File: src/rtl/tinyqv_instr_prefetch.sv
// Instruction prefetch buffer between the QSPI fetch stream and the decoder.
// Optional starvation counter is enabled by defining TINYQV_PREFETCH_PERF_EN.
module tinyqv_instr_prefetch #(
    parameter int                   ADDR_BITS  = 24,
    parameter int                   DEPTH_BITS = 2,
    parameter logic [ADDR_BITS-1:0] RESET_ADDR = '0
) (
    input  logic                  clk,
    input  logic                  rstn,
    output logic [ADDR_BITS-2:0]  instr_addr,
    output logic                  instr_fetch_restart,
    output logic                  instr_fetch_stall,
    input  logic                  instr_fetch_started,
    input  logic                  instr_fetch_stopped,
    input  logic [15:0]           instr_data_in,
    input  logic                  instr_ready,
    output logic [31:0]           instr,
    output logic                  instr_valid,
    input  logic [2:1]            instr_len,
    input  logic                  instr_complete,
    input  logic                  branch,
    input  logic [ADDR_BITS-1:0]  branch_addr,
    output logic [ADDR_BITS-1:0]  pc,
    output logic [DEPTH_BITS:0]   avail
`ifdef TINYQV_PREFETCH_PERF_EN
    ,
    output logic [15:0]           starve_count
`endif
);
    // Fetch side: a halfword is accepted when instr_ready is high, the stream is
    // running, no branch is present and a slot is free after this cycle's consume.
    // Consume side: instr_valid advertises a whole instruction at rd; the core
    // consumes it by pulsing instr_complete with instr_len halfwords.
    localparam int              DEPTH = 1 << DEPTH_BITS;
    localparam int              PW    = DEPTH_BITS + 1;
    localparam logic [PW-1:0]   FULL  = PW'(DEPTH);

    logic [15:0]           r_buf [DEPTH];
    logic [PW-1:0]         r_rd;
    logic [PW-1:0]         r_wr;
    logic [ADDR_BITS-1:0]  r_pc;
    logic                  r_fetch_running;

    logic [PW-1:0]         w_avail;
    logic [PW-1:0]         w_len;
    logic [PW-1:0]         w_cons_n;
    logic [PW-1:0]         w_avail_next;
    logic                  w_consume;
    logic                  w_wr_en;
    logic                  w_valid;
    logic [DEPTH_BITS-1:0] w_rd_idx;
    logic [DEPTH_BITS-1:0] w_rd_idx1;
    logic                  w_unused_ok;

    assign w_unused_ok = branch_addr[0];

    assign w_avail   = r_wr - r_rd;
    assign w_len     = PW'(instr_len);
    assign w_consume = instr_complete && !branch && (w_len != '0) && (w_len <= w_avail);
    assign w_cons_n  = w_consume ? w_len : '0;
    // A slot freed by a same-cycle consume may be refilled in that cycle.
    assign w_wr_en      = instr_ready && r_fetch_running && !branch &&
                          ((w_avail - w_cons_n) != FULL);
    assign w_avail_next = branch ? '0 : (w_avail + PW'(w_wr_en) - w_cons_n);

    assign w_rd_idx  = r_rd[DEPTH_BITS-1:0];
    assign w_rd_idx1 = w_rd_idx + DEPTH_BITS'(1);
    assign w_valid   = (w_avail >= PW'(2)) ||
                       ((w_avail == PW'(1)) && (r_buf[w_rd_idx][1:0] != 2'b11));

    always_ff @(posedge clk or negedge rstn) begin
        if (!rstn) begin
            r_rd            <= '0;
            r_wr            <= '0;
            r_pc            <= {RESET_ADDR[ADDR_BITS-1:1], 1'b0};
            r_fetch_running <= 1'b0;
            for (int i = 0; i < DEPTH; i++) begin
                r_buf[i] <= '0;
            end
        end else if (branch) begin
            r_rd            <= '0;
            r_wr            <= '0;
            r_pc            <= {branch_addr[ADDR_BITS-1:1], 1'b0};
            r_fetch_running <= 1'b0;
        end else begin
            if (w_wr_en) begin
                r_buf[r_wr[DEPTH_BITS-1:0]] <= instr_data_in;
                r_wr                        <= r_wr + PW'(1);
            end
            r_rd <= r_rd + w_cons_n;
            r_pc <= r_pc + ADDR_BITS'({w_cons_n, 1'b0});
            if (instr_fetch_started) begin
                r_fetch_running <= 1'b1;
            end else if (instr_fetch_stopped) begin
                r_fetch_running <= 1'b0;
            end
        end
    end

`ifdef TINYQV_PREFETCH_PERF_EN
    logic [15:0] r_starve;

    always_ff @(posedge clk or negedge rstn) begin
        if (!rstn) begin
            r_starve <= '0;
        end else if (r_fetch_running && !w_valid && !branch && (r_starve != 16'hFFFF)) begin
            r_starve <= r_starve + 16'd1;
        end
    end

    assign starve_count = r_starve;
`endif

    assign instr_addr          = r_pc[ADDR_BITS-1:1] + (ADDR_BITS-1)'(w_avail);
    assign instr_fetch_restart = !r_fetch_running;
    assign instr_fetch_stall   = (w_avail_next == FULL);
    assign instr               = {r_buf[w_rd_idx1], r_buf[w_rd_idx]};
    assign instr_valid         = w_valid;
    assign pc                  = r_pc;
    assign avail               = w_avail;

endmodule
File: config.mk
export PLATFORM = sky130hd
export DESIGN_NAME = tinyqv_instr_prefetch
export DESIGN_NICKNAME = d
export VERILOG_FILES = /design/src/rtl/tinyqv_instr_prefetch.sv
export SDC_FILE = /design/constraint.sdc
export NUM_CORES = 1
export LEC_CHECK = 0
export ABC_AREA = 1
export BUFFER_PORTS_ARGS = -buffer_cell sky130_fd_sc_hd__buf_2
export CORE_UTILIZATION = 55
export CTS_BUF_LIST = sky130_fd_sc_hd__clkbuf_16
export DETAILED_ROUTE_END_ITERATION = 10
export PLACE_DENSITY = 0.86
export SLEW_MARGIN = 20
export SYNTH_ARGS = -nofsm -noshare
export SYNTH_HDL_FRONTEND = slang
export SYNTH_SLANG_ARGS = --single-unit
File: constraint.sdc
create_clock -name clk -period 6.5 [get_ports clk]
set_clock_uncertainty 0.15 [all_clocks]
set_input_delay 0 -clock clk [delete_from_list [all_inputs] [get_ports clk]]
set_output_delay 0 -clock clk [all_outputs]
set_load 0.02 [all_outputs]
==> metrics.txt, run 1 <==
HPWL after DPL around 11 mm; max-slew violations 0; hold-critical path endpoint pc[16]; antenna violations before repair 1; Leak ~0.0039 uW; drt via density ~5.8; largest area contributor in the netlist dfrtp_1; top area cells in the synthesized netlist dfrtp_1 39%, nand2_1 14%, nor2_1 7.8%, nand4_1 7.4%, o21ai_0 5.0%; top-area cell type share of the netlist area approximately two fifths; Routed WL 18.2 mm; Clock Path Buffers 2; post-CTS setup buffer count 0; sequential power share 40.1%; status complete, no violations; min Tclk post-route 5450 ps; root buf cell clkbuf_16; Crit Path Max Fanout 5; hold buffers post-CTS 43; Final Util between 70% and 80%; Fmax 184 MHz; Placed Cells incl. Taps around 1100; reg-to-reg slack, setup 1500 ps; Initial Utilization slightly below 60%; critical path startpoint category flop; gpl congestion ~0.89; PnR worst setup slack about 1100 ps; Die Ht approximately 110 um; switch share around 39%; I/O pin total approximately 130; Comb pwr share 33.7%; via count approximately 6500; Chip Width between 100 and 150 um; slew at the pin with the worst max-slew slack 979 ps; Iteration-0 DRC Markers 789; Switch Pwr between 700 and 800 uW; Hold Crit Class in2reg; die area 11400 um2; fin crit share between 80% and 90%; kind of critical path reg2out; number of synthesized register bits 94; insertion delay to the later sink of the worst-skew pair around 340 ps; syn_nets 915; share of layout cells above drive strength 1 between 10% and 20%; Clock power frac 26.2%; hold path start branch; Post-route DRC 0; H-Tree Depth 3; Clk pin slew, worst setup/hold paths ~70 ps; Slew headroom around a third; Area Overhead vs Synth 22.4%; TritonCTS clock tree yes; syn avg cell area between 7 and 8 um2; setup tns final 0 ps; synth warn 0; sequential share of the synthesized area 38.9%; vias in the first global route 6243; average wire per cell in the routed design 16.2 um; GRT Total Usage 33.5%; hold depth 3; FF-to-FF End r_buf[44]; unrepaired setup endpoints after global routing no; number of flops mapped to enable cells by yosys 0; hold slack ~21 ps; first-pass iteration count of the detailed router 5; Cells after Synth about 840; Reg2Reg Launch Point r_wr[0]; top-count cell post-synth nand2_1; most common library cells after synthesis 230 x nand2_1, 125 x nor2_1, 94 x dfrtp_1; P_int ~1100 uW; ANT nets after route 0; # rows 37; largest net degree at the start of global routing 75; Layout Cells excl Fill roughly 1100; pre-CTS setup slack 1470 ps; R2R cell count 21; top_reg_cell synth dfrtp_1; # setup viols final 0; Resized cells post-CTS 0; I/O Buffers about 130; CP arrival 5300 ps; first-pass GRT wire length between 20 and 30 mm; clock sink total 94; Req. time, crit path about 6400 ps; Crit. End Element primary output; Post-synth ARST share 100%; Inserted Clock Buffers 9; Cell variety after synth 33; MaxCap Viol Count 0; worst vdd ir ~170 uV; global route total overflow 0; Pwr per Cell Area 249 nW/um2; Final #Nets between 1000 and 1500; core footprint 10500 um2; Syn Std Cell Area around 6000 um2; Hold Violations, Final 0
power groups by stage:
| stage | registers [uW] | logic [uW] | clock network (uW) |
|---|---|---|---|
| floorplan | 744 | 398 | 0 |
| global placement | 743 | 576 | 0 |
| detailed placement | 744 | 587 | 0 |
| CTS | 734 | 609 | 487 |
| global route | 748 | 678 | 516 |
| finish | 738 | 620 | 483 |
sequential cells by signal, summed over array words and instances (netlist names):
signal / cells
r_buf: 64
pc: 23
r_rd: 3
r_wr: 3
r_fetch_running: 1
layout make-up:
| cell class | count | area, um2 |
|---|---|---|
| multi-input cells | 644 | 3250 |
| fillers | 840 | 3070 |
| flip-flops and latches | 94 | 2350 |
| repair buffers | 182 | 1150 |
| clock buffers | 9 | 225 |
| inverters | 54 | 203 |
| well taps | 136 | 170 |
| clock inverters | 6 | 41.3 |
| diodes | 1 | 2.50 |
cell families (layout without fill, tap and decap cells):
kind of cell / Yosys count / in the layout / share of synthesized area, %
AO/OA/AOI/OAI: 108 / 108 / 9.49
XOR/XNOR: 26 / 26 / 3.77
adder cells (fa/ha/maj): 22 / 22 / 5.18
buffers and inverters: 106 / 251 / 7.23
flip-flops: 94 / 94 / 38.9
other: 1 / 2 / 0.0621
AND/OR/NAND/NOR: 487 / 487 / 35.3
worst max path at each step:
stage,from,slack [ps],cells after the start,endpoint
after floorplan,r_rd[1],1220,27,instr_fetch_stall
after global placement,r_wr[0],1530,27,instr_fetch_stall
after detailed placement,r_wr[0],1470,27,instr_fetch_stall
after CTS,r_wr[0],1050,27,instr_fetch_stall
after global routing,r_wr[0],590,27,instr_fetch_stall
final,r_wr[0],1050,27,instr_fetch_stall
worst max-delay path: stages, from the launching register on:
cell and delay, ps:
dfrtp_1 420, inv_1 140, ha_1 160, inv_1 40, fa_1 630, inv_1 90, ha_1 300, inv_1 60
nor2_1 30, o211ai_1 150, nand2_1 90, nor2_1 210, inv_1 110, ha_1 310, inv_1 80, o21bai_1 180
nand3_1 150, nand3_4 110, nand2_1 110, ha_1 290, inv_1 70, ha_1 140, inv_1 50, fa_1 390
xor2_1 170, xor2_1 140, and3_1 170, buf_2 160
per-stage QoR:
step,instance area (um2),power (uW)
after detailed placement,6700,1330
after CTS,7390,1830
final,7390,1840
after global placement,6700,1320
after floorplan,6040,1140
after global routing,7390,1940
cells in the final DEF, fill, tap and decap left out, types with 2 or more instances in the layout:
master,netlist,routed
buf_2,12,130
nand3_2,4,4
buf_4,2,9
dfrtp_1,94,93
nor3_1,5,5
fa_1,5,5
a31oi_1,2,2
xnor2_1,3,3
nand4_1,71,71
o21bai_1,3,3
o21ai_0,60,60
nor2_1,125,125
nand2_2,2,2
or2_2,2,2
a21oi_1,26,26
nand3_1,42,42
clkinv_4,0,2
dlygate4sd3_1,0,43
clkbuf_16,0,9
o22ai_1,16,16
nand3b_1,2,2
ha_1,17,17
nand2_1,230,230
inv_1,53,54
xor2_1,23,23
clkinvlp_4,0,2
per-layer routing:
layer	vias to the layer above	track usage (%)	share of wire (%)	routed length, um
met4	0	16.1	3.7	669
met3	66	6.81	7.9	1440
met5	-	0	0	0
met1	3022	41.1	39	7180
met2	348	56.1	49	8940
li1	3069	-	-	-
Note: power is estimated with default switching activity, not from simulation.
==> run 2: changes to the inputs <==
Settings changed: ABC_AREA 1 to 0.
Clock period 6.5 ns to 5.1 ns, I/O delays scaled along.
==> run 2 against run 1 <==
Worst hold slack better by 23 ps. Via count down 30%. Sequential share of layout area shrank 0.13 points. Highest routed layer unchanged.
==> metrics.txt, run 2 <==
Slew headroom 34.7% (+0.15 points); Clk pin slew, worst setup/hold paths 70 ps (about the same); R2R cell count 18 (-14%); Final Util 71.9% (+1.3 points); Placed Area 6580 um2 (-1.7%); critical path startpoint category flop; fin crit share 96.5%; Reg2Reg Launch Point r_wr[0]; Crit Path Max Fanout 3 (-2); commonest non-fill, non-tap cell in the layout buf_2; GR peak layer met2; Inserted Clock Buffers 9 (unchanged); Iteration-0 DRC Markers 329 (-58%); number of flops mapped to enable cells by yosys 0 (unchanged); Pwr per Cell Area 410 nW/um2 (+65%); most frequent cells in the layout 129 x buf_2, 93 x dfrtp_1, 43 x dlygate4sd3_1; ANT nets after route 0 (unchanged); met3 Use GR 4.49% (-2.3 points); MaxCap Viol Count 0 (unchanged); HPWL after DPL 9.43 mm (-13%); hold path start branch; insertion delay to the later sink of the worst-skew pair 350 ps (about the same); H-Tree Depth 3 (unchanged); Largest Register r_buf; hold slack 43.8 ps (+22.9 ps); first-pass GRT wire length 23.8 mm (-20%); Hold Crit Class in2reg; PnR worst setup slack 178 ps (-874 ps); Leak 0.00352 uW (-9.4%); Crit path largest cell delay 590 ps (-40 ps); syn avg cell area 12.6 um2 (+76%); # setup viols final 0 (unchanged); top-area cell type share of the netlist area 40.3% (+1.4 points); core footprint 10300 um2 (-1.3%); share of layout cells above drive strength 1 43.8% (+27 points); Layout fillers 671 (-20%); global route total overflow 0 (unchanged); slew at the pin with the worst max-slew slack 980 ps (+1.04 ps); Req. time, crit path 4950 ps (-1400 ps); Area Overhead vs Synth 27.4%; Fmax 203 MHz; worst-path cell chain inv_2 -> ha_4 -> inv_2 -> fa_2 -> inv_2 -> ha_4 -> nor2b_1 -> o21ai_1 -> o211ai_1 -> or2_4 -> ha_4 -> nor2b_4 -> xnor2_4 -> o21ai_2 -> ha_1 -> inv_1 -> ha_1 -> inv_1 -> fa_2 -> xor2_2 -> xnor2_2 -> nor4b_4 -> buf_4; antenna violations before repair 0 (-1); ant diodes 0 (-1); die area 11000 um2 (-3.4%); first-pass iteration count of the detailed router 4 (-1); TritonCTS clock tree yes; met1 usage 35.7% (-5.5 points); I/O Buffers 131 (unchanged); top-count cell post-synth dfrtp_1; Die Ht 105 um (-1.7%); FF-to-FF End pc[17]; via count 4575 (-30%); Cells after Synth 464 (-45%); root buf cell clkbuf_16; CP max-delay cell fa_2; Cell variety after synth 51 (+55%); drt via density 5.92 (+2.4%); Worst setup startpoint r_wr[0]; hold-critical path endpoint pc[13]; Post-route DRC 0 (unchanged); Post-synth ARST share 100% (unchanged); worst vdd ir 218 uV (+31%); Routed WL 14.5 mm (-20%); Crit. End Element primary output; post-route cell area 7430 um2 (+0.42%); syn_nets 535 (-42%); Clock Path Buffers 2 (unchanged); I/O pin total 134 (unchanged); sequential share of the synthesized area 40.3% (+1.4 points); clock sink total 94 (unchanged); synth warn 0 (unchanged); Initial Utilization 56.5% (-1.2 points); Syn Std Cell Area 5830 um2 (-3.5%); Final #Nets 703 (-33%); max reg flops 64 (unchanged); top_reg_cell synth dfrtp_1; GRT Total Usage 27.7% (-5.8 points); pre-CTS setup slack 88.9 ps (-1380 ps); hold depth 3 (unchanged); Chip Width 105 um (-1.7%); gpl congestion 0.851 (-4.2%); GR Layer Usage met2 46.2% (-10 points); status complete, no violations; Hold Violations, Final 0 (unchanged); min Tclk post-route slightly below 5000 ps; kind of critical path reg2out; number of synthesized register bits 94 (unchanged); max-slew violations 0 (unchanged); reg-to-reg slack, setup 760 ps (-740 ps); vias in the first global route 4766 (-24%); average wire per cell in the routed design 18.8 um (+16%); largest area contributor in the netlist dfrtp_1; top area cells in the synthesized netlist dfrtp_1 40%, mux4_2 12%, mux2_4 10%, mux2_2 4.8%, ha_1 3.6%; CP arrival 4770 ps (-530 ps); most common library cells after synthesis 94 x dfrtp_1, 40 x mux2_4, 32 x mux4_2; largest net degree at the start of global routing 82 (+9.3%); # rows 37 (unchanged)
run 2: cell type report:
type                            instances  area, um2  area share, %
Clock buffer                            9        225           3.03
Clock inverter                          7       72.6          0.977
Inverter                               17       63.8          0.859
Multi-Input combinational cell        323       3350           45.1
Sequential cell                        94       2350           31.7
Tap cell                              136        170           2.29
Timing Repair Buffer                  187       1190           16.1
run 2: worst max-delay path by stage:
stage	end	slack (ps)
5_1_grt	instr_fetch_stall	-50
3_3_place_gp	instr_fetch_stall	200
6_report	instr_fetch_stall	180
4_1_cts	instr_fetch_stall	30
2_1_floorplan	instr_fetch_stall	10
3_5_place_dp	instr_fetch_stall	90
run 2: worst max-delay path, delay by kind of cell (launching register included):
kind                       cells  cell delay [ps]
buffers and inverters          6              480
DFF                            1              400
and+or+nand+nor                4              810
AOI/OAI and AO/OA              3              340
adders and majority gates      7             1910
xor gates and xnor gates       3              490
run 2: repair_timing:
action	CTS	global route
buffers inserted	2	4
hold endpoints to repair	138	0
gates resized for setup	4	13
setup endpoints to repair	1	1
pin swaps	1	11
hold buffers	43	0
run 2: where the power goes:
group	switching (uW)	total (uW)	internal [uW]
registers	161	1070	912
clock network	303	685	382
logic	667	1290	624
run 2: logic make-up after synthesis:
kind of cell | share of synthesized area [%]
DFF | 40.3
other | 0.0643
adders and majority gates | 5.36
muxes | 27.7
buffers and inverters | 3.71
and+or+nand+nor | 10.5
xor gates and xnor gates | 5.84
AOI/OAI and AO/OA | 6.48
run 2: per-stage QoR:
stage,TNS [ps],instances,total power [uW]
floorplan,0,464,1920
global placement,0,708,2220
detailed placement,0,708,2290
CTS,0,769,3010
global route,-47.4,773,3190
finish,0,773,3050
run 2: routing by layer:
| layer | vias to the layer above | share of wire [%] |
|---|---|---|
| met2 | 203 | 51 |
| met4 | 0 | 2.9 |
| met5 | - | 0 |
| met3 | 35 | 4.9 |
| met1 | 2286 | 41 |
| li1 | 2051 | - |
==> run 3: changes to the inputs <==
--- a/config.mk
+++ b/config.mk
@@ -11,4 +11,5 @@
 export CTS_BUF_LIST = sky130_fd_sc_hd__clkbuf_16
 export DETAILED_ROUTE_END_ITERATION = 10
+export GPL_TIMING_DRIVEN = 1
 export PLACE_DENSITY = 0.86
 export SLEW_MARGIN = 20
==> constraint.sdc (replaced) <==
create_clock -name clk -period 5.1 [get_ports clk]
set_clock_uncertainty 0.15 [all_clocks]
set_input_delay 0.51 -clock clk [delete_from_list [all_inputs] [get_ports clk]]
set_output_delay 0.51 -clock clk [all_outputs]
set_load 0.02 [all_outputs]
==> run 3 against run 2 <==
The flow now finishes with violations (negative setup slack). Cell area fell by 4.9%. Via count fell by 5.6%. Flip-flop and latch count did not move. Clock power fell by 3.2%.
==> metrics.txt, run 3 (synthesis results as in run 2) <==
HPWL after DPL 9.16 mm (-2.8%); worst-path cell chain inv_2 -> ha_4 -> inv_2 -> fa_2 -> inv_2 -> ha_4 -> nor2b_4 -> o21ai_1 -> o211ai_1 -> buf_4 -> nor2_4 -> ha_2 -> nor2b_4 -> xnor2_4 -> o21ai_2 -> ha_1 -> inv_2 -> ha_4 -> inv_2 -> fa_2 -> xor2_2 -> xnor2_2 -> nor4b_4 -> buf_4; Reg2Reg Launch Point r_wr[0]; Clock Path Buffers 2 (unchanged); most frequent cells in the layout 129 x buf_2, 93 x dfrtp_1, 40 x mux2_4; CP top delay family adder cells; stages on the worst setup path 24 (+4.3%); failing checks negative setup slack; via count 4318 (-5.6%); Critical Path Most Common Cell inv_2; slew at the pin with the worst max-slew slack 948 ps (-31.7 ps); root buf cell clkbuf_16; critical path startpoint category flop; FF-to-FF End pc[21]; Req. time, crit path 4440 ps (-510 ps); Placed Cells incl. Taps 713 (+0.71%); average wire per cell in the routed design 18.2 um (-3.1%); Buffers & Inverters on Critical Path 7 (+1); first-pass iteration count of the detailed router 5 (+1); CP max-delay cell fa_2; die area 11000 um2 (unchanged); Hold Crit Class in2reg; drt via density 5.87 (-0.74%); insertion delay to the later sink of the worst-skew pair 340 ps (about the same); GRT Total Usage 25.8% (-1.9 points); I/O pin total 134 (unchanged); Largest Register r_buf; core footprint 10300 um2 (unchanged); Chip Width 105 um (unchanged); Layout Cells excl Fill 735 (-4.9%); # setup viols final 1 (+1); fin crit share 104% (+7.3 points); Crit. End Element primary output; Leak 0.00337 uW (-4.4%); Layout fillers 743 (+11%); worst vdd ir 268 uV (+23%); antenna violations before repair 0 (unchanged); Iteration-0 DRC Markers 225 (-32%); Fmax 189 MHz (-7.1%); Area Overhead vs Synth 21.1%; I/O Buffers 131 (unchanged); hold slack 234 ps (+190 ps); global route total overflow 0 (unchanged); status finished, violations left; Post-route DRC 0 (unchanged); Inserted Clock Buffers 9 (unchanged); ant diodes 0 (unchanged); TritonCTS clock tree yes; unrepaired setup endpoints after global routing yes; share of layout cells above drive strength 1 48.1% (+4.3 points); reg-to-reg slack, setup 740 ps (-20 ps); Slew headroom 36.8% (+2.1 points); Crit Path Max Fanout 2 (-1); Hold Violations, Final 0 (unchanged); ANT nets after route 0 (unchanged); Initial Utilization 56.5% (unchanged); Final #Nets 665 (-5.4%); Die Ht 105 um (unchanged); largest net degree at the start of global routing 94 (+15%); max-slew violations 0 (unchanged); PnR worst setup slack -196 ps (-374 ps); gpl congestion 0.850 (about the same); min Tclk post-route 5300 ps (+374 ps); clock sink total 94 (unchanged); vias in the first global route 4403 (-7.6%); multi-input logic area 3380 um2 (+0.90%); # rows 37 (unchanged); commonest non-fill, non-tap cell in the layout buf_2; Routed WL 13.4 mm (-7.9%); Pwr per Cell Area 425 nW/um2 (+3.7%); Placed Area 6630 um2 (+0.78%); Worst setup startpoint r_wr[0]; first-pass GRT wire length 22.3 mm (-6.6%); Crit path largest cell delay 580 ps (about the same); H-Tree Depth 3 (unchanged); max reg flops 64 (unchanged); post-route cell area 7060 um2 (-4.9%); CP arrival 4640 ps (-130 ps); critical path endpoint instr_fetch_stall; MaxCap Viol Count 0 (unchanged); Final Util 68.4% (-3.6 points); Reg area 2350 um2 (unchanged); kind of critical path reg2out; Pwr Total 3000 uW (-1.5%); R2R cell count 19 (+1); Clk pin slew, worst setup/hold paths 70 ps (about the same)
## run 3: cell types whose count changed in the layout (fill, tap and decap cells not counted), moves of 2 or more
| cell | previous run | this run |
|---|---|---|
| dlygate4sd3_1 | 43 | 1 |
| inv_2 | 3 | 5 |
| buf_4 | 14 | 18 |
| ha_1 | 14 | 12 |
## run 3: per-stage QoR
step | TNS, ps | worst slack [ps]
floorplan | -163 | -163
finish | -196 | -196
detailed placement | -82.6 | -82.6
global route | -401 | -401
global placement | 0 | 68.8
CTS | -142 | -142
## run 3: timing repair
action,in CTS,in global routing
hold endpoints to repair,1,0
setup endpoints to repair,1,1
gates resized for setup,9,12
hold buffers,1,0
pin swaps,12,9
buffers inserted,4,1
## run 3: area by class of cell
type                            instances  area share [%]
Clock buffer                            9            3.19
Clock inverter                          7           0.939
Inverter                               17           0.904
Multi-Input combinational cell        323            47.9
Sequential cell                        94            33.3
Tap cell                              136            2.41
Timing Repair Buffer                  149            11.4
## run 3: where the power goes
part	switching (uW)	total, uW	leakage (uW)	internal [uW]
Combinational	663	1280	0.00201	613
Sequential	152	1060	0.00121	912
Clock	285	663	0.000144	377
## run 3: layer usage
metal | GRT usage, % | part of all wire (%)
met3 | 4.87 | 5.5
met2 | 46.0 | 52
met1 | 32.8 | 41
met5 | 0 | 0
met4 | 5.53 | 0.96
## run 3: worst min-delay path by stage
stage,cells past startpoint,endpoint,start
final,3,pc[5],branch_addr[5]
after floorplan,0,pc[10],rstn
after detailed placement,1,r_buf[43],rstn
after global routing,3,pc[10],branch_addr[10]
after global placement,1,r_buf[43],rstn
after CTS,3,pc[9],branch_addr[9]
## run 3: worst reg2reg max path: cells and delay by family (launching register included)
kind,cells,cell delay [ps]
compound gates,3,430
fa+ha+maj,5,1540
buf+inv,6,540
flops,1,390
simple gates,5,1250
